<file path="src/rtl/sequencia_pkg.sv">
// Shared types and helpers for the 0,1,1 pattern checker.
// Phase encoding and the expected bit for each phase live here.
package sequencia_pkg;

    typedef enum logic [1:0] {
        SEARCH,
        TRAIN,
        LOCKED
    } estado_t;

    localparam logic [1:0] F0 = 2'd0;
    localparam logic [1:0] F1 = 2'd1;
    localparam logic [1:0] F2 = 2'd2;

    // Pattern period is 0,1,1: only phase 0 expects a zero.
    function automatic logic bit_esperado(input logic [1:0] fase);
        return fase != F0;
    endfunction

    function automatic logic [1:0] proxima_fase(input logic [1:0] fase);
        return (fase == F2) ? F0 : fase + 2'd1;
    endfunction

endpackage

</file>
<file path="src/rtl/contador_sat.sv">
// Up-counter with increment enable; SATURA selects saturate-at-all-ones
// instead of wrapping modulo 2^CNT_W.
module contador_sat #(
    parameter int CNT_W  = 8,
    parameter bit SATURA = 1'b0
) (
    input  logic             clock,
    input  logic             reset,
    input  logic             inc,
    output logic [CNT_W-1:0] valor
);

    logic cheio;
    assign cheio = SATURA && (&valor);

    always_ff @(posedge clock or negedge reset) begin
        if (!reset) begin
            valor <= '0;
        end else if (inc && !cheio) begin
            valor <= valor + 1'b1;
        end
    end

endmodule

</file>
<file path="src/rtl/verificador_sequencia.sv">
// Serial checker for the repeating 0,1,1 pattern: acquires phase, locks after
// LOCK_N clean periods, flags mismatches and drops lock after LOSS_N in a row.
module verificador_sequencia
    import sequencia_pkg::*;
#(
    parameter int CNT_W  = 8,
    parameter int LOCK_N = 2,
    parameter int LOSS_N = 2
) (
    input  logic             clock,
    input  logic             reset,
    input  logic             s_in,
    input  logic             en,
    output logic             locked,
    output logic [1:0]       fase,
    output logic             erro,
    output logic [CNT_W-1:0] periodos,
    output logic [CNT_W-1:0] erros
);

    localparam int GW = $clog2(LOCK_N + 1);
    localparam int BW = $clog2(LOSS_N + 1);
    localparam logic [GW-1:0] LOCK_ALVO = GW'(LOCK_N);
    localparam logic [BW-1:0] LOSS_ALVO = BW'(LOSS_N);

    estado_t       estado;
    logic [GW-1:0] good_cnt;
    logic [BW-1:0] bad_cnt;
    logic          limpo;

    logic          acerto;
    logic          limpo_prox;
    logic [GW-1:0] good_prox;
    logic [BW-1:0] bad_prox;
    logic          amostra_locked;
    logic          inc_periodo;
    logic          inc_erro;

    assign acerto         = (s_in == bit_esperado(fase));
    assign good_prox      = good_cnt + 1'b1;
    assign bad_prox       = bad_cnt + 1'b1;
    assign amostra_locked = en && (estado == LOCKED);

    // A period counts only if none of its three bits mismatched.
    assign limpo_prox  = (fase == F0) ? acerto : (limpo && acerto);
    assign inc_periodo = amostra_locked && (fase == F2) && limpo_prox;
    assign inc_erro    = amostra_locked && !acerto;

    // NOTE: all state below uses non-blocking assignments so every register
    // samples the pre-edge values of its neighbours, like the real flops do.
    always_ff @(posedge clock or negedge reset) begin
        if (!reset) begin
            estado   <= SEARCH;
            fase     <= F0;
            good_cnt <= '0;
            bad_cnt  <= '0;
            limpo    <= 1'b0;
            locked   <= 1'b0;
            erro     <= 1'b0;
        end else begin
            erro <= 1'b0;
            if (en) begin
                unique case (estado)
                    SEARCH: begin
                        if (!s_in) begin
                            fase     <= F1;
                            good_cnt <= '0;
                            estado   <= TRAIN;
                        end
                    end
                    TRAIN: begin
                        if (acerto) begin
                            fase <= proxima_fase(fase);
                            if (fase == F2) begin
                                good_cnt <= good_prox;
                                if (good_prox == LOCK_ALVO) begin
                                    estado  <= LOCKED;
                                    locked  <= 1'b1;
                                    bad_cnt <= '0;
                                end
                            end
                        end else begin
                            good_cnt <= '0;
                            if (!s_in) begin
                                fase <= F1;
                            end else begin
                                fase   <= F0;
                                estado <= SEARCH;
                            end
                        end
                    end
                    LOCKED: begin
                        limpo <= limpo_prox;
                        if (acerto) begin
                            bad_cnt <= '0;
                            fase    <= proxima_fase(fase);
                        end else begin
                            erro <= 1'b1;
                            if (bad_prox == LOSS_ALVO) begin
                                estado  <= SEARCH;
                                fase    <= F0;
                                locked  <= 1'b0;
                                bad_cnt <= '0;
                            end else begin
                                bad_cnt <= bad_prox;
                                fase    <= proxima_fase(fase);
                            end
                        end
                    end
                    default: estado <= SEARCH;
                endcase
            end
        end
    end

    contador_sat #(.CNT_W(CNT_W), .SATURA(1'b0)) u_periodos (
        .clock (clock),
        .reset (reset),
        .inc   (inc_periodo),
        .valor (periodos)
    );

    contador_sat #(.CNT_W(CNT_W), .SATURA(1'b1)) u_erros (
        .clock (clock),
        .reset (reset),
        .inc   (inc_erro),
        .valor (erros)
    );

endmodule

</file>
<file path="config.mk">
export PLATFORM = sky130hd
export DESIGN_NAME = verificador_sequencia
export DESIGN_NICKNAME = d
export VERILOG_FILES = /design/src/rtl/sequencia_pkg.sv /design/src/rtl/contador_sat.sv /design/src/rtl/verificador_sequencia.sv
export SDC_FILE = /design/constraint.sdc
export NUM_CORES = 1
export LEC_CHECK = 0
export CORE_ASPECT_RATIO = 1.5
export CORE_MARGIN = 2
export CORE_UTILIZATION = 45
export DETAILED_ROUTE_END_ITERATION = 12
export GPL_TIMING_DRIVEN = 0
export PLACE_DENSITY = 0.69
export SETUP_SLACK_MARGIN = 0.5
export SYNTH_ARGS = -nofsm -noshare
export SYNTH_HDL_FRONTEND = slang
export SYNTH_SLANG_ARGS = --single-unit
</file>
<file path="constraint.sdc">
create_clock -name clock -period 2.9 [get_ports clock]
set_clock_uncertainty 0.05 [all_clocks]
set_input_delay 0.58 -clock clock [delete_from_list [all_inputs] [get_ports clock]]
set_output_delay 0.58 -clock clock [all_outputs]
set_load 0.1 [all_outputs]
</file>
; Word level (Yosys, flattened, before mapping)
; Index checks and enable logic that the tools add are counted.
[totals]
register_bits = 27
latchBits = 0
ram_bits = 0
romBits = 0
in_bits = 4
out_inout_bits = 20
word_cells = 84
mem_count = 0
[classes]
add_sub_neg = 5
mul = 0
n_div = 0
n_lt_le_gt_ge = 0
eq_ne = 15
n_shift = 0
muxes = 34
bitwise = 0
reduce_logical = 21
[op_table]
columns = cell, count
row1 = two-way mux 2 bit, 19
row2 = adder 8 x 1 -> 8 bit (second input constant), 2
row3 = AND reduction 7 bit, 2
row4 = one-hot mux 2 bit (3 select lines), 2
row5 = two-way mux 1 bit, 10
row6 = != test 2 bit (second input constant), 5
row7 = != test 3 bit (second input constant), 3
row8 = == test 2 bit (second input constant), 4
row9 = one-hot mux 2 bit (2 select lines), 2
row10 = AND reduction 8 bit, 1
row11 = adder 2 x 1 -> 2 bit (second input constant), 3
row12 = logical AND 1 bit, 6
row13 = nonzero test 2 bit, 3
row14 = AND reduction 5 bit, 1
row15 = logical NOT 2 bit, 2
row16 = AND reduction 4 bit, 1
row17 = AND reduction 3 bit, 1
row18 = nonzero test 3 bit, 1
row19 = == test 2 x 1 -> 1 bit (second input constant), 1
row20 = logical NOT 1 bit, 2
row21 = != test 2 x 1 -> 1 bit (second input constant), 1
row22 = one-hot mux 1 bit (2 select lines), 1
row23 = AND reduction 2 bit, 1
row24 = == test 1 bit, 1

; Logic depth before layout (Yosys ltp)
[logic_depth]
word_depth = 6
mapped_depth = 8
depth_no_buf = 7

; Modules after synthesis
; From an unflattened synthesis, not the netlist that was laid out.
[unflattened]
hier_cells = 132
area_unflattened_um2 = 1422.6
[modules_own_cells]
columns = module, n_inst, cells_per_inst, area_each_um2, seq_area_each_um2
row1 = verificador_sequencia, 1, 71, 694.4, 275.3
row2 = contador_sat (u_erros), 1, 35, 390.4, 200.2
row3 = contador_sat (u_periodos), 1, 26, 337.8, 200.2

; Least setup slack after synthesis
; Ideal clock, no wire load.
[synth_path]
kind = register -> register
start = register fase[1]
end = register u_erros.valor[7]
setup_ns = 0.128
arrival_time_ns = 2.441
required_ns = 2.722
path_slack_ns = 0.281
path_stages_with_launch = 8
n_path_buf = 1
period_less_slack_ns = 2.619
cell_sequence = dfrtp_1 nor2_1 inv_1 ha_1 buf_6 nand3b_4 nor4_1 mux2_1
[synth_between]
elab_chain_cells = 5
[synth_rtl]
columns = element, line
row1 = from (decl), verificador_sequencia.sv:15  ; output logic [1:0] fase,
row2 = from (signal assigned), verificador_sequencia.sv:73  ; fase <= proxima_fase(fase);
row3 = from (signal assigned), verificador_sequencia.sv:96  ; fase <= proxima_fase(fase);
row4 = from (signal assigned), verificador_sequencia.sv:106  ; fase <= proxima_fase(fase);
row5 = nonzero test 2 bit, sequencia_pkg.sv:17  ; return fase != F0;
row6 = == test 1 bit, verificador_sequencia.sv:39  ; assign acerto = (s_in == bit_esperado(fase));
row7 = logical NOT 1 bit, verificador_sequencia.sv:47  ; assign inc_erro = amostra_locked && !acerto;
row8 = logical AND 1 bit, verificador_sequencia.sv:47
row9 = logical AND 1 bit, contador_sat.sv:19  ; end else if (inc && !cheio) begin
row10 = to (signal assigned), contador_sat.sv:20  ; valor <= valor + 1'b1;
row11 = to (decl), contador_sat.sv:10  ; output logic [CNT_W-1:0] valor
; Every way passes these cells.
; A chain may end at the register's enable or synchronous reset.

; Final worst setup path
[layout_path]
start = register fase[1]
end = register fase[0]
[layout_between]
elab_chain_cells = 5
elab_cells_between_ends = 8
classes_between = eq/ne: 2 / mux: 5 / reduce/logical: 1
[layout_rtl]
columns = element, line
row1 = == test 2 bit, sequencia_pkg.sv:21  ; return (fase == F2) ? F0 : fase + 2'd1;
row2 = two-way mux 2 bit, sequencia_pkg.sv:21
row3 = two-way mux 2 bit, verificador_sequencia.sv:99  ; if (bad_prox == LOSS_ALVO) begin
row4 = two-way mux 2 bit, verificador_sequencia.sv:94  ; if (acerto) begin
row5 = one-hot mux 2 bit (3 select lines) *, verificador_sequencia.sv:63  ; unique case (estado)
; Every way passes the cells marked *; elsewhere a longest branch is shown, timed or not.

==> reports/metrics.cfg <==
[route]
first_iter_violations = 24
wl_per_cell_um = 14.01
routed-wl-met3_um = 94
wl_met1_um = 1194
first_pass_iters = 4
via_per_inst = 5.586
wl_met2_um = 1689
drcViolationCount = 0
highest_layer = met4
totalWireLength_um = 3012
vias = 1201
ant_nets = 0

[synth]
yosys_warnings = 0
synth_mux_area_share_pct = 5.040
syn_inst = 147
synth_ff_type = dfrtp_1
syn_area_um2 = 1564
yosys.area_share.simple_pct = 21.04
synth-xor-area-share_pct = 6.160
synth_cell_types = 48
synth_adder_area_share_pct = 5.600
ys_seq_area_share_pct = 43.20
async_flop_share_pct = 100.0
synth_compound_area_share_pct = 13.84
syn-num-nets = 158
synth_edf_count = 0
synth_top_family_by_area = simple AND/OR/NAND/NOR gates
ys_ff_latch = 27
avgSynthCellArea_um2 = 10.64

[sta]
setup_viol = 0
min_period_ns = 2.227
finalCritPeriodShare_pct = 76.80
timing.fmax_ghz = 0.4490
fin_ws_ns = 0.6729
slew_headroom_pct = 35.10
setup_tns_ns = 0
hold_viol = 0
whs_ns = 0.2627
worst_slew_pin_slew_ns = 0.9720
rsz0062_at_grt = no
slew_violations = 0

[finish]
final_util_pct = 55.64
n_antenna_cell = 0
layout.nets = 185
drive_gt1_share_pct = 11.56
areaGrowthSynthToFinish_pct = 19.20
final_cells = 215

[setup_path]
r2r-end = fase[0]$_DFFE_PN0P_
r2r-start = fase[1]$_DFFE_PN0P_
worstSetupPathType = flip-flop to flip-flop
path_max_fanout = 10
worstPathRequired_ns = 2.99
worst_ep_arrival_time_ns = 2.31
rr_worst_depth = 7
reg2reg_slack_ns = 0.67
cp-end-kind = flip-flop
startpoint = fase[1]$_DFFE_PN0P_
cp-start-kind = flip-flop

[clock_tree]
cts-buffers-inserted = 3
cts.sinks = 27
clk_pin_slew_worst_paths_ns = 0.09
clk_latency_ns = 0.27
clock_path_buffers = 2
cts_root_buffer = clkbuf_8
cts_tree = built
ctsHoldBuffers = 0
cts-htree-levels = 1

[power_and_ir_drop]
p_seq_share_pct = 36.6
p_clk_share_pct = 15.2
p_leak_nw = 0.9329
comb_power_share_pct = 48.2
ir_drop_mv = 0.5498
sw_frac_of_total_pct = 45.37
powerDensity_nw_per_um2 = 735.4
p_int_mw = 0.7490
netSwitchingPower_mw = 0.6220

[floorplan]
core_area_um2 = 3351
start_util_pct = 46.68
io_pins = 24
die_area_um2 = 3973
die_h_um = 76.21
fp-row-count = 26
die_x_um = 52.14

[global_route]
grt_pass1_vias = 1232
grt_max_degree = 28
antenna_found_initial = 0
grt_overflow_total = 0
grt_use_total_pct = 17.58
grt_pass1_wl_um = 5499

[place]
gp_congestion = 0.8400
place_inst = 211
numPortBuffers = 22
post-dp-hpwl_um = 2354
dp_slack_ns = 0.1894

[outcome]
status = completed

[worst_hold_path]
hp-class = primary input to asynchronous set/reset pin

[job]
maxCapViolCount = 0

area by class of cell:
class	instances	area (um2)
Buffer	4	31.28
Tap cell	42	52.55
Fill cell	313	1486
Multi-Input combinational cell	103	808.3
Timing Repair Buffer	22	200.2
Clock buffer	4	45.04
Sequential cell	27	678.2
Inverter	13	48.80
layer usage:
layer,global-route usage (%),vias to the layer above
met2,31.65,27
met3,2.941,4
met1,20.88,590
met4,4.615,0
met5,0,-
li1,-,580
per-stage QoR:
step	area, um2	power [mW]
after floorplan	1567	1.037
after global routing	1864	1.480
after detailed placement	1839	1.191
after CTS	1862	1.382
final	1864	1.371
after global placement	1839	1.169
flip-flops by register name, indices dropped and copies added (netlist names):
| name | flops |
|---|---|
| erro | 1 |
| limpo | 1 |
| bad_cnt | 2 |
| good_cnt | 2 |
| u_periodos.valor | 8 |
| estado | 2 |
| locked | 1 |
| fase | 2 |
| u_erros.valor | 8 |
worst max-delay path, stage by stage, from the launching register on:
cell       delay (ns)
dfrtp_2          0.46
nor2_1           0.20
inv_1            0.10
ha_1             0.30
buf_6            0.14
and2_1           0.21
a2111oi_0        0.51
a2bb2oi_1        0.13
worst max path at each step:
stage                                   endpoint  cells after the start  slack, ns
floorplan           u_erros.valor[7]$_DFFE_PN0P_                      7       0.59
global placement    u_erros.valor[7]$_DFFE_PN0P_                      7       0.22
detailed placement       good_cnt[0]$_DFFE_PN0P_                      7       0.19
CTS                 u_erros.valor[7]$_DFFE_PN0P_                      7       0.51
global route             good_cnt[0]$_DFFE_PN0P_                      7       0.52
finish                       fase[0]$_DFFE_PN0P_                      7       0.67
layout by cell type (no fill, tap or decap), types with 4 or more instances in the layout:
cell type,Yosys,routed
mux2_1,6,6
dfrtp_1,27,25
xnor2_1,7,7
ha_1,7,7
nand3_1,4,4
xor2_1,4,4
dlygate4sd2_1,0,18
nand2_1,11,11
inv_1,12,12
nand2b_1,5,5
nand4_1,4,4
nor2_1,7,7
power groups by stage:
stage | sequential (mW) | combinational (mW) | clock (mW)
6_report | 0.501 | 0.661 | 0.209
3_3_place_gp | 0.505 | 0.665 | 0
3_5_place_dp | 0.510 | 0.680 | 0
4_1_cts | 0.502 | 0.663 | 0.217
5_1_grt | 0.515 | 0.728 | 0.237
2_1_floorplan | 0.698 | 0.339 | 0
cells in the mapped netlist (all sizes together) (4+ instances only):
cell type   n  area, um2
nand2b      5      31.28
inv        13      48.79
nand3       4      20.02
xnor2       7      61.31
nand3b      4      42.54
xor2        4      35.03
nand2      11      41.29
mux2        7      78.82
nor2        7      26.28
dfrtp      27      675.7
ha          7      87.58
nand4       5      37.53
cells by family (layout without fill, tap and decap cells):
family	count (synthesis)	count (layout)
flip-flops	27	27
AND/OR/NAND/NOR	53	53
adder cells (fa/ha/maj)	7	7
multiplexers	7	7
buffers and inverters	17	43
AO/OA/AOI/OAI	25	25
XOR/XNOR	11	11
what timing repair did:
| item | 4_1_cts | 5_1_grt |
|---|---|---|
| setup buffers | 0 | 0 |
| endpoints found under the setup margin | 20 | 9 |
| gates resized for setup | 18 | 3 |
| pin swaps | 1 | 1 |
Power figures use the tool's default switching activity.
